## src/rtl/kernel_stream_loader_if.sv

```systemverilog
// Weight RAM read port plus conv3d kernel-load port, shared by the loader and its consumer.
interface kernel_stream_loader_if #(
    parameter int DATA_WIDTH = 32,
    parameter int ADDR_WIDTH = 16
);
    logic                  mem_rd_en;
    logic [ADDR_WIDTH-1:0] mem_addr;
    logic [DATA_WIDTH-1:0] mem_rd_data;
    logic                  kernel_clear;
    logic                  load_kernel;
    logic [DATA_WIDTH-1:0] kernel;
    logic                  load_kernel_done;

    modport master (
        output mem_rd_en, mem_addr, kernel_clear, load_kernel, kernel,
        input  mem_rd_data, load_kernel_done
    );
    modport slave (
        input  mem_rd_en, mem_addr, kernel_clear, load_kernel, kernel,
        output mem_rd_data, load_kernel_done
    );
endinterface

```

## src/rtl/kernel_stream_loader.sv

```systemverilog
// Streams one filter's packed coefficients from weight RAM into a conv3d kernel block,
// then closes the transfer on the block's load_kernel_done acknowledge.
module kernel_stream_loader #(
    parameter int DATA_WIDTH   = 32,
    parameter int SIZE         = 3,
    parameter int CHANNEL      = 8,
    parameter int NUM_FILTERS  = 64,
    parameter int ADDR_WIDTH   = 16,
    parameter int DONE_TIMEOUT = 16
) (
    input  logic                  clk,
    input  logic                  resetn,
    input  logic                  start,
    input  logic [15:0]           filter_idx,
    input  logic [ADDR_WIDTH-1:0] base_addr,
    input  logic                  pause,
    kernel_stream_loader_if.master bus,
    output logic                  busy,
    output logic                  done,
    output logic                  error
);
    localparam int TOTAL = CHANNEL*(SIZE*SIZE+1)+1;
    localparam int CW    = $clog2(TOTAL);
    localparam int TW    = $clog2(DONE_TIMEOUT+1);

    typedef enum logic [2:0] {S_IDLE, S_CLEAR, S_STREAM, S_DRAIN, S_WAIT_ACK} state_t;

    state_t                r_state, w_next;
    logic [ADDR_WIDTH-1:0] r_addr;
    logic [CW-1:0]         r_rd_cnt;
    logic [TW-1:0]         r_to_cnt;
    logic                  r_ack;
    logic                  r_bad_idx;
    logic [1:0]            r_vld_pipe;
    logic [DATA_WIDTH-1:0] r_kernel;
    logic                  w_rd, w_done, w_err, w_bad, w_accept;
    logic [31:0]           w_off;

    assign w_off    = 32'(filter_idx) * 32'(TOTAL);
    assign w_bad    = 32'(filter_idx) >= 32'(NUM_FILTERS);
    assign w_accept = (r_state == S_IDLE) && start && !w_bad;

    // The acknowledge is registered first: done lands one cycle after the ack,
    // and an early ack aborts the transfer before any further read.
    always_comb begin
        w_next = r_state;
        w_rd   = 1'b0;
        w_done = 1'b0;
        w_err  = 1'b0;
        case (r_state)
            S_IDLE:  if (w_accept) w_next = S_CLEAR;
            S_CLEAR: begin
                if (r_ack) begin w_err = 1'b1; w_next = S_IDLE; end
                else w_next = S_STREAM;
            end
            S_STREAM: begin
                if (r_ack) begin
                    w_err  = 1'b1;
                    w_next = S_IDLE;
                end else if (!pause) begin
                    w_rd = 1'b1;
                    if (r_rd_cnt == CW'(TOTAL-1)) w_next = S_DRAIN;
                end
            end
            S_DRAIN: begin
                if (r_ack) begin w_err = 1'b1; w_next = S_IDLE; end
                else if (!r_vld_pipe[0]) w_next = S_WAIT_ACK;
            end
            S_WAIT_ACK: begin
                if (r_ack) begin
                    w_done = 1'b1;
                    w_next = S_IDLE;
                end else if (r_to_cnt == TW'(DONE_TIMEOUT)) begin
                    w_err  = 1'b1;
                    w_next = S_IDLE;
                end
            end
            default: w_next = S_IDLE;
        endcase
    end

    always_ff @(posedge clk) begin
        if (resetn) begin
            r_state    <= S_IDLE;
            r_addr     <= '0;
            r_rd_cnt   <= '0;
            r_to_cnt   <= '0;
            r_ack      <= 1'b0;
            r_bad_idx  <= 1'b0;
            r_vld_pipe <= '0;
            r_kernel   <= '0;
        end else begin
            r_state   <= w_next;
            r_ack     <= bus.load_kernel_done && (r_state != S_IDLE);
            r_bad_idx <= (r_state == S_IDLE) && start && w_bad;
            if (w_accept) begin
                r_addr   <= base_addr + w_off[ADDR_WIDTH-1:0];
                r_rd_cnt <= '0;
            end else if (w_rd) begin
                r_addr   <= r_addr + 1'b1;
                r_rd_cnt <= r_rd_cnt + 1'b1;
            end
            r_to_cnt   <= (r_state == S_WAIT_ACK) ? r_to_cnt + 1'b1 : '0;
            r_vld_pipe <= {r_vld_pipe[0], w_rd};
            if (r_vld_pipe[0]) r_kernel <= bus.mem_rd_data;
        end
    end

    assign bus.mem_rd_en    = w_rd;
    assign bus.mem_addr     = r_addr;
    assign bus.kernel_clear = (r_state == S_CLEAR);
    assign bus.load_kernel  = r_vld_pipe[1];
    assign bus.kernel       = r_kernel;
    assign busy             = (r_state != S_IDLE);
    assign done             = w_done;
    assign error            = w_err | r_bad_idx;
endmodule

```

## src/flat_wrapper.sv

```systemverilog
// flat-port wrapper written by rule: the top's interface ports become plain ports
module kernel_stream_loader_flat 
#(
    parameter int DATA_WIDTH   = 32,
    parameter int SIZE         = 3,
    parameter int CHANNEL      = 8,
    parameter int NUM_FILTERS  = 64,
    parameter int ADDR_WIDTH   = 16,
    parameter int DONE_TIMEOUT = 16
)
  (clk, resetn, start, filter_idx, base_addr, pause, busy, done, error, bus_mem_rd_en, bus_mem_addr, bus_kernel_clear, bus_load_kernel, bus_kernel, bus_mem_rd_data, bus_load_kernel_done);
  kernel_stream_loader_if #(.DATA_WIDTH(DATA_WIDTH), .ADDR_WIDTH(ADDR_WIDTH)) bus_i ();
  input  logic clk;
  input  logic resetn;
  input  logic start;
  input  logic [15:0] filter_idx;
  input  logic [ADDR_WIDTH-1:0] base_addr;
  input  logic pause;
  output logic busy;
  output logic done;
  output logic error;
  output wire logic [$bits(bus_i.mem_rd_en)-1:0] bus_mem_rd_en;
  output wire logic [$bits(bus_i.mem_addr)-1:0] bus_mem_addr;
  output wire logic [$bits(bus_i.kernel_clear)-1:0] bus_kernel_clear;
  output wire logic [$bits(bus_i.load_kernel)-1:0] bus_load_kernel;
  output wire logic [$bits(bus_i.kernel)-1:0] bus_kernel;
  input wire logic [$bits(bus_i.mem_rd_data)-1:0] bus_mem_rd_data;
  input wire logic [$bits(bus_i.load_kernel_done)-1:0] bus_load_kernel_done;
  assign bus_mem_rd_en = bus_i.mem_rd_en;
  assign bus_mem_addr = bus_i.mem_addr;
  assign bus_kernel_clear = bus_i.kernel_clear;
  assign bus_load_kernel = bus_i.load_kernel;
  assign bus_kernel = bus_i.kernel;
  assign bus_i.mem_rd_data = bus_mem_rd_data;
  assign bus_i.load_kernel_done = bus_load_kernel_done;
  kernel_stream_loader #(.DATA_WIDTH(DATA_WIDTH), .SIZE(SIZE), .CHANNEL(CHANNEL), .NUM_FILTERS(NUM_FILTERS), .ADDR_WIDTH(ADDR_WIDTH), .DONE_TIMEOUT(DONE_TIMEOUT)) u_core (.clk(clk), .resetn(resetn), .start(start), .filter_idx(filter_idx), .base_addr(base_addr), .pause(pause), .bus(bus_i), .busy(busy), .done(done), .error(error));
endmodule
```

## config.mk

```make
export PLATFORM = sky130hd
export DESIGN_NAME = kernel_stream_loader_flat
export DESIGN_NICKNAME = d
export VERILOG_FILES = /design/src/rtl/kernel_stream_loader_if.sv /design/src/rtl/kernel_stream_loader.sv /design/src/flat_wrapper.sv
export SDC_FILE = /design/constraint.sdc
export NUM_CORES = 1
export LEC_CHECK = 0
export BUFFER_PORTS_ARGS = -buffer_cell sky130_fd_sc_hd__buf_4
export CAP_MARGIN = 40
export CORE_MARGIN = 5
export CORE_UTILIZATION = 40
export CTS_CLUSTER_SIZE = 20
export DETAILED_ROUTE_END_ITERATION = 12
export GPL_ROUTABILITY_DRIVEN = 0
export PLACE_DENSITY = 0.7
export SLEW_MARGIN = 5
export SYNTH_ARGS = -nofsm -noshare
export SYNTH_HDL_FRONTEND = slang
export SYNTH_SLANG_ARGS = --single-unit
export TNS_END_PERCENT = 100
```

## constraint.sdc

```tcl
create_clock -name clk -period 5.71 [get_ports clk]
set_input_delay 0.571 -clock clk [delete_from_list [all_inputs] [get_ports clk]]
set_output_delay 0.571 -clock clk [all_outputs]
set_load 0.02 [all_outputs]
```

==> qor.txt, run 1 <==
Status: complete, no violations
Pwr Density: 268 nW/um^2
Post-Synth Adder-Cell Area: 24.4%
Power Total: 1.52 mW
Worst setup SP type: input port
Lkg Pwr: 2.62 nW
Post-Synth XOR/XNOR Area: 7.29%
Layout filler cell count: 970
Synth Instances: 478
Num CTS Buffers: 9
Multi-input gate area: 2850 um^2
Final Hold Fails: 0
Clk pin slew, worst setup/hold paths: 0.07 ns
Setup slack after placement: 1.62 ns
Vias in the first global route: 3740
Min-delay worst type: in2reg
Fin crit period: 3.74 ns
Die Y: 115 um
Starting density of the core: 41.0%
Antenna viol nets, final: 0
Total clock sinks: 67
CTS Hold Bufs: 0
Primary FF master, synth: dfxtp_1
Synth Area per Inst: 9.30 um^2
Max-cap violations: 0
FP Rows: 38
I/O Buffers: 122
DRC: 0
Area growth syn-to-layout: 27.7%
Drt wl/cell: 13.6 um
Commonest non-fill, non-tap cell in the layout: buf_4
Initial DRC Count: 140
Yosys cell types: 52
Final setup TNS: 0 ns
Synth Register Bits: 67
Power share of the sequential group: 33.9%
Largest family of logic cells by synthesized area: adder cells
Synth Area in Simple Gates: 15.6%
Top-level port count: 123
H-tree depth: 3
Largest net degree at the start of global routing: 58
Vias: 3615
Max Clock Skew: 0.00458 ns
1st-pass router iterations: 4
Placed Area: 5490 um^2
Slew HR: 46.1%
Switching Fraction: 35.3%
Power share of the combinational group: 42.2%
Worst vdd ir: 0.137 mV
Layout cell share with drive strength beyond 1: 24.3%
Mapped Area: 4440 um^2
Final-report setup violation count: 0
Slew Limit Fails: 0
ANT cells: 0
Final worst slack: 1.97 ns
Most frequent cells in the layout: buf_4 (122), dfxtp_1 (66), nor2_1 (64)
FF/Latch Area: 1340 um^2
GRT Util Overall: 15.4%
Post-synth ARST share: 0%
Core Box Area: 10800 um^2
Register area share after synthesis: 30.2%
Synth Area in Compound Gates: 9.35%
RSZ-0062 raised after global routing: false
Crit end category: register
Final global-route overflow total: 0
Clock network power share: 23.9%
Clk_lat worst skew: 0.34 ns
Pint: 0.985 mW
CP arrival: 3.96 ns
Net Count, Synth: 623
Post-Route WL: 10.1 mm
Die W: 115 um
Period utilization: 65.5%
Peak Freq: 267 MHz
Setup Fix Bufs, Post-CTS: 0
Ys Warns: 0
Full die area: 13300 um^2
EDFF count, synth: 0
Crit path required time: 5.93 ns
Detailed placer's ending HPWL: 8.36 mm
CP max FO: 5
Post-synthesis mux area share: 7.43%
Vias per inst: 4.88
Initial antenna violation count: 0
Slew at the pin closest to its max-slew limit: 0.802 ns
CTS Buffer Depth: 2
Final Cell Area: 5670 um^2
First-pass GRT wire length: 16.9 mm
CTS Root Cell: clkbuf_8
Critical path class: in2reg
Nets: 742
Psw: 0.536 mW
Share of the core filled with cells: 52.3%
Post-cts sizing count: 0
CTS tree: done
==> state kept, by name (all words and copies together), names as in the netlist <==
signal,flops
u_core.bus.kernel,32
u_core.bus.mem_addr,16
u_core.r_vld_pipe,2
u_core.r_bad_idx,1
u_core.r_to_cnt,5
u_core.r_rd_cnt,7
u_core.r_ack,1
u_core.r_state,3
==> stage by stage <==
stage | hold WS [ns] | std cells
finish | 0.473 | 741
global route | 0.464 | 741
CTS | 0.451 | 741
detailed placement | 0.477 | 726
global placement | 0.444 | 725
floorplan | 0.430 | 478
==> area by class of cell <==
| class | instances | share of cell area (%) |
|---|---|---|
| Tap cell | 140 | 3.09 |
| Sequential cell | 67 | 23.7 |
| Clock inverter | 5 | 0.970 |
| Timing Repair Buffer | 123 | 16.5 |
| Multi-Input combinational cell | 346 | 50.2 |
| Inverter | 50 | 3.31 |
| Clock buffer | 10 | 2.25 |
==> worst paths after layout <==
check	cells after the start	to	slack, ns	from
setup / recovery	15	u_core.bus.mem_addr[12]	1.97	filter_idx[3]
setup reg to reg	7	u_core.r_state[0]	3.56	u_core.r_state[0]
hold reg to reg	1	u_core.r_to_cnt[0]	0.50	u_core.r_to_cnt[0]
hold / removal	3	u_core.bus.kernel[5]	0.47	bus_mem_rd_data[5]
==> logic make-up after synthesis <==
group                      after synthesis
and+or+nand+nor                        138
adders and majority gates               76
DFF                                     67
buffers and inverters                   65
AOI/OAI and AO/OA                       62
xor gates and xnor gates                37
muxes                                   33
==> critical path, cell delays in order <==
cell and delay [ns]:
buf_4 0.12, ha_1 0.30, ha_1 0.32, fa_1 0.54, inv_1 0.06, fa_1 0.53, inv_1 0.04, ha_1 0.35
a21o_1 0.21, a21oi_1 0.14, o21ai_1 0.08, a21oi_1 0.18, xnor2_1 0.13, nor2_1 0.05, a2111oi_0 0.34
==> power groups by stage <==
stage	clock, mW	sequential [mW]	combinational [mW]
3_5_place_dp	0	0.525	0.646
5_1_grt	0.399	0.518	0.732
3_3_place_gp	0	0.532	0.620
4_1_cts	0.378	0.515	0.651
6_report	0.364	0.515	0.642
2_1_floorplan	0	0.533	0.464
==> synthesized netlist by cell type (2+ instances only) <==
cell type   n  area share [%]
a31oi_1     2            0.28
nor4_1      2            0.28
a311o_1     2            0.45
buf_2       6            0.68
nor2_1     64             5.4
a21oi_1    20             2.3
dfxtp_1    67              30
nand4_1     6            0.84
o21ai_0     6            0.68
a211oi_1   11             1.9
inv_1      50             4.2
or3_1       3            0.42
o21bai_1    2            0.34
xnor2_1    17             3.4
nand2_1    20             1.7
xor2_1     20             3.9
nor3b_1     3            0.51
nor3_1      4            0.45
o21ai_1     2            0.23
nor2b_1     3            0.42
fa_1       18             8.1
mux2i_1    33             7.4
ha_1       58              16
and2_1      2            0.28
and3_1      5            0.70
clkbuf_1    8            0.68
nand3_1     9             1.0
o21a_1      2            0.34
a311oi_1    2            0.39
a21o_1      5            0.84
nand2b_1    5            0.70
==> metal layers <==
layer | vias to the layer above | GRT usage, % | part of all wire [%]
met1 | 1612 | 19.3 | 43
li1 | 1858 | - | -
met2 | 131 | 26.6 | 47
met3 | 14 | 3.32 | 8.9
met4 | 0 | 4.62 | 1.5
met5 | - | 0 | 0
No activity file was read; power rests on OpenSTA's default activity.
==> inputs of run 2 (changes only) <==
--- a/config.mk
+++ b/config.mk
@@ -12,7 +12,7 @@
 export CTS_CLUSTER_SIZE = 20
 export DETAILED_ROUTE_END_ITERATION = 12
 export GPL_ROUTABILITY_DRIVEN = 0
-export PLACE_DENSITY = 0.7
+export PLACE_DENSITY = 0.72
 export SLEW_MARGIN = 5
 export SYNTH_ARGS = -nofsm -noshare
 export SYNTH_HDL_FRONTEND = slang
==> constraint.sdc (replaced) <==
create_clock -name clk -period 3.3 [get_ports clk]
set_input_delay 0.33 -clock clk [delete_from_list [all_inputs] [get_ports clk]]
set_output_delay 0.33 -clock clk [all_outputs]
set_load 0.02 [all_outputs]
==> qor.txt, run 2 (synthesis gave the netlist of run 1 again) <==
CP max FO: 2 (-3)
CP cell instances: buf_4, ha_1, ha_1, ha_1, inv_1, fa_1, inv_1, ha_4, and3_1, a221oi_2, buf_4, o21bai_2, nand2_1, a31oi_1, xnor2_1, a211oi_1
Psw: 1.00 mW (+87%)
Max incr delay on CP: 0.52 ns (-0.02 ns)
Power share of the combinational group: 44.5% (+2.3 points)
CP arrival: 3.45 ns (-0.51 ns)
R2R Setup Slk: 1.28 ns (-2.28 ns)
Final Hold Fails: 0 (unchanged)
Cell mode on critical path: ha_1
Die W: 115 um (unchanged)
Critical path class: in2reg
Layout cell share with drive strength beyond 1: 29.3% (+5.0 points)
I/O Buffers: 122 (unchanged)
Full die area: 13300 um^2 (unchanged)
Worst hold start: bus_mem_rd_data[7]
Area growth syn-to-layout: 34.9%
Placed Area: 5720 um^2 (+4.1%)
Final Cell Area: 5990 um^2 (+5.6%)
Final worst slack: 0.106 ns (-1.86 ns)
Worst reg2reg path depth: 6 (-1)
Max Clock Skew: 0.00807 ns (+0.00349 ns)
Largest register FFs: 32 (unchanged)
Peak Freq: 313 MHz
Most frequent cells in the layout: buf_4 (149), dfxtp_1 (66), nor2_1 (64)
Top-level port count: 123 (unchanged)
Drt wl/cell: 13.4 um (-1.4%)
Num CTS Buffers: 9 (unchanged)
Final-report setup violation count: 0 (unchanged)
FF-to-FF End: u_core.r_rd_cnt[5]
Post-Route WL: 10.3 mm (+2.2%)
Slew at the pin closest to its max-slew limit: 0.793 ns (-0.00935 ns)
Pint: 1.97 mW (+100%)
Vias: 3696 (+2.2%)
Final global-route overflow total: 0 (unchanged)
Power share of the sequential group: 30.0% (-3.9 points)
Crit end category: register
CTS tree: done
Largest delay contributor family on the critical path: adder cells
Slowest-stage cell, CP: fa_1
Starting density of the core: 41.0% (unchanged)
GRT Util Overall: 15.6% (+0.15 points)
Total clock sinks: 67 (unchanged)
Die Y: 115 um (unchanged)
RSZ-0062 raised after global routing: true
Clock network power share: 25.5% (+1.6 points)
FF-to-FF Start: u_core.r_state[2]
WHS Path Cells: 3 (unchanged)
1st-pass router iterations: 4 (unchanged)
Hold Path Sink: u_core.bus.kernel[7]
Initial DRC Count: 91 (-35%)
Detailed placer's ending HPWL: 8.32 mm (-0.48%)
Commonest non-fill, non-tap cell in the layout: buf_4
First-pass GRT wire length: 16.8 mm (-0.57%)
Switching Fraction: 33.8% (-1.4 points)
Slew HR: 46.8% (+0.63 points)
Fin crit period: 3.19 ns
CTS Root Cell: clkbuf_8
ANT cells: 0 (unchanged)
Largest net degree at the start of global routing: 58 (unchanged)
Initial antenna violation count: 0 (unchanged)
Clk pin slew, worst setup/hold paths: 0.07 ns (about the same)
Antenna viol nets, final: 0 (unchanged)
Status: complete, no violations
Vias per inst: 4.81 (-1.4%)
Slew Limit Fails: 0 (unchanged)
Nets: 768 (+3.5%)
Core Box Area: 10800 um^2 (unchanged)
Crit path required time: 3.56 ns (-2.37 ns)
Min-delay worst type: in2reg
Max-cap violations: 0 (unchanged)
H-tree depth: 3 (unchanged)
Pwr Density: 496 nW/um^2 (+85%)
Period utilization: 96.8%
CTS Buffer Depth: 2 (unchanged)
Lkg Pwr: 2.77 nW (+5.6%)
FP Rows: 38 (unchanged)
Crit path buffers/inverters: 4 (+1)
Setup slack after placement: -0.364 ns (-1.98 ns)
Vias in the first global route: 3758 (+0.48%)
CTS Hold Bufs: 0 (unchanged)
DRC: 0 (unchanged)
Worst setup SP type: input port
Clk_lat worst skew: 0.34 ns (about the same)
Worst vdd ir: 0.329 mV (+140%)
==> run 2: stage by stage <==
stage / hold WS, ns / std cells / power (mW) / utilization (%) / setup TNS, ns
3_5_place_dp: 0.473 / 751 / 2.19 / 52.7 / -1.60
2_1_floorplan: 0.430 / 478 / 1.77 / - / -0.0597
6_report: 0.220 / 768 / 2.97 / 55.3 / 0
4_1_cts: 0.206 / 767 / 2.96 / 54.8 / 0
3_3_place_gp: 0.445 / 751 / 2.16 / 52.7 / -1.21
5_1_grt: 0.211 / 768 / 3.22 / 55.3 / -0.0711
==> run 2: worst max path at each step <==
| stage | from | end | slack [ns] | depth (start not counted) |
|---|---|---|---|---|
| floorplan | filter_idx[3] | u_core.bus.mem_addr[12] | -0.06 | 14 |
| global placement | filter_idx[3] | u_core.bus.mem_addr[12] | -0.28 | 15 |
| detailed placement | filter_idx[3] | u_core.bus.mem_addr[12] | -0.36 | 15 |
| CTS | filter_idx[3] | u_core.bus.mem_addr[12] | 0.01 | 15 |
| global route | filter_idx[1] | u_core.bus.mem_addr[14] | -0.04 | 16 |
| finish | filter_idx[1] | u_core.bus.mem_addr[14] | 0.11 | 16 |
==> run 2: worst reg2reg max path, stage by stage (launching register included) <==
cell	delay, ns
dfxtp_1	0.40
nand2b_1	0.23
nor4_4	0.61
and3_1	0.30
nand4_1	0.14
xor2_1	0.16
nor2_1	0.06
==> run 2: power by group through the flow <==
| stage | combinational, mW | clock, mW | sequential, mW |
|---|---|---|---|
| 6_report | 1.32 | 0.758 | 0.891 |
| 4_1_cts | 1.29 | 0.784 | 0.891 |
| 5_1_grt | 1.50 | 0.822 | 0.896 |
| 3_3_place_gp | 1.25 | 0 | 0.906 |
| 2_1_floorplan | 0.844 | 0 | 0.922 |
| 3_5_place_dp | 1.28 | 0 | 0.909 |
==> run 2: layer usage <==
layer	GRT usage [%]	share of wire (%)
met1	18.5	42
met2	27.0	50
met3	4.16	6.3
met4	5.56	1.8
met5	0	0
==> run 2: area by class of cell <==
class                   instances  area (um^2)
fillers                       991         4850
multi-input cells             346         2940
flip-flops and latches         67         1340
repair buffers                149         1120
inverters                      50          188
well taps                     140          175
clock buffers                  10          138
clock inverters                 6         88.8
==> run 2: timing repair <==
action	4_1_cts	5_1_grt
setup endpoints to repair	1	4
pin swaps	0	4
buffers inserted	0	1
gates resized for setup	1	7
hold endpoints to repair	0	0
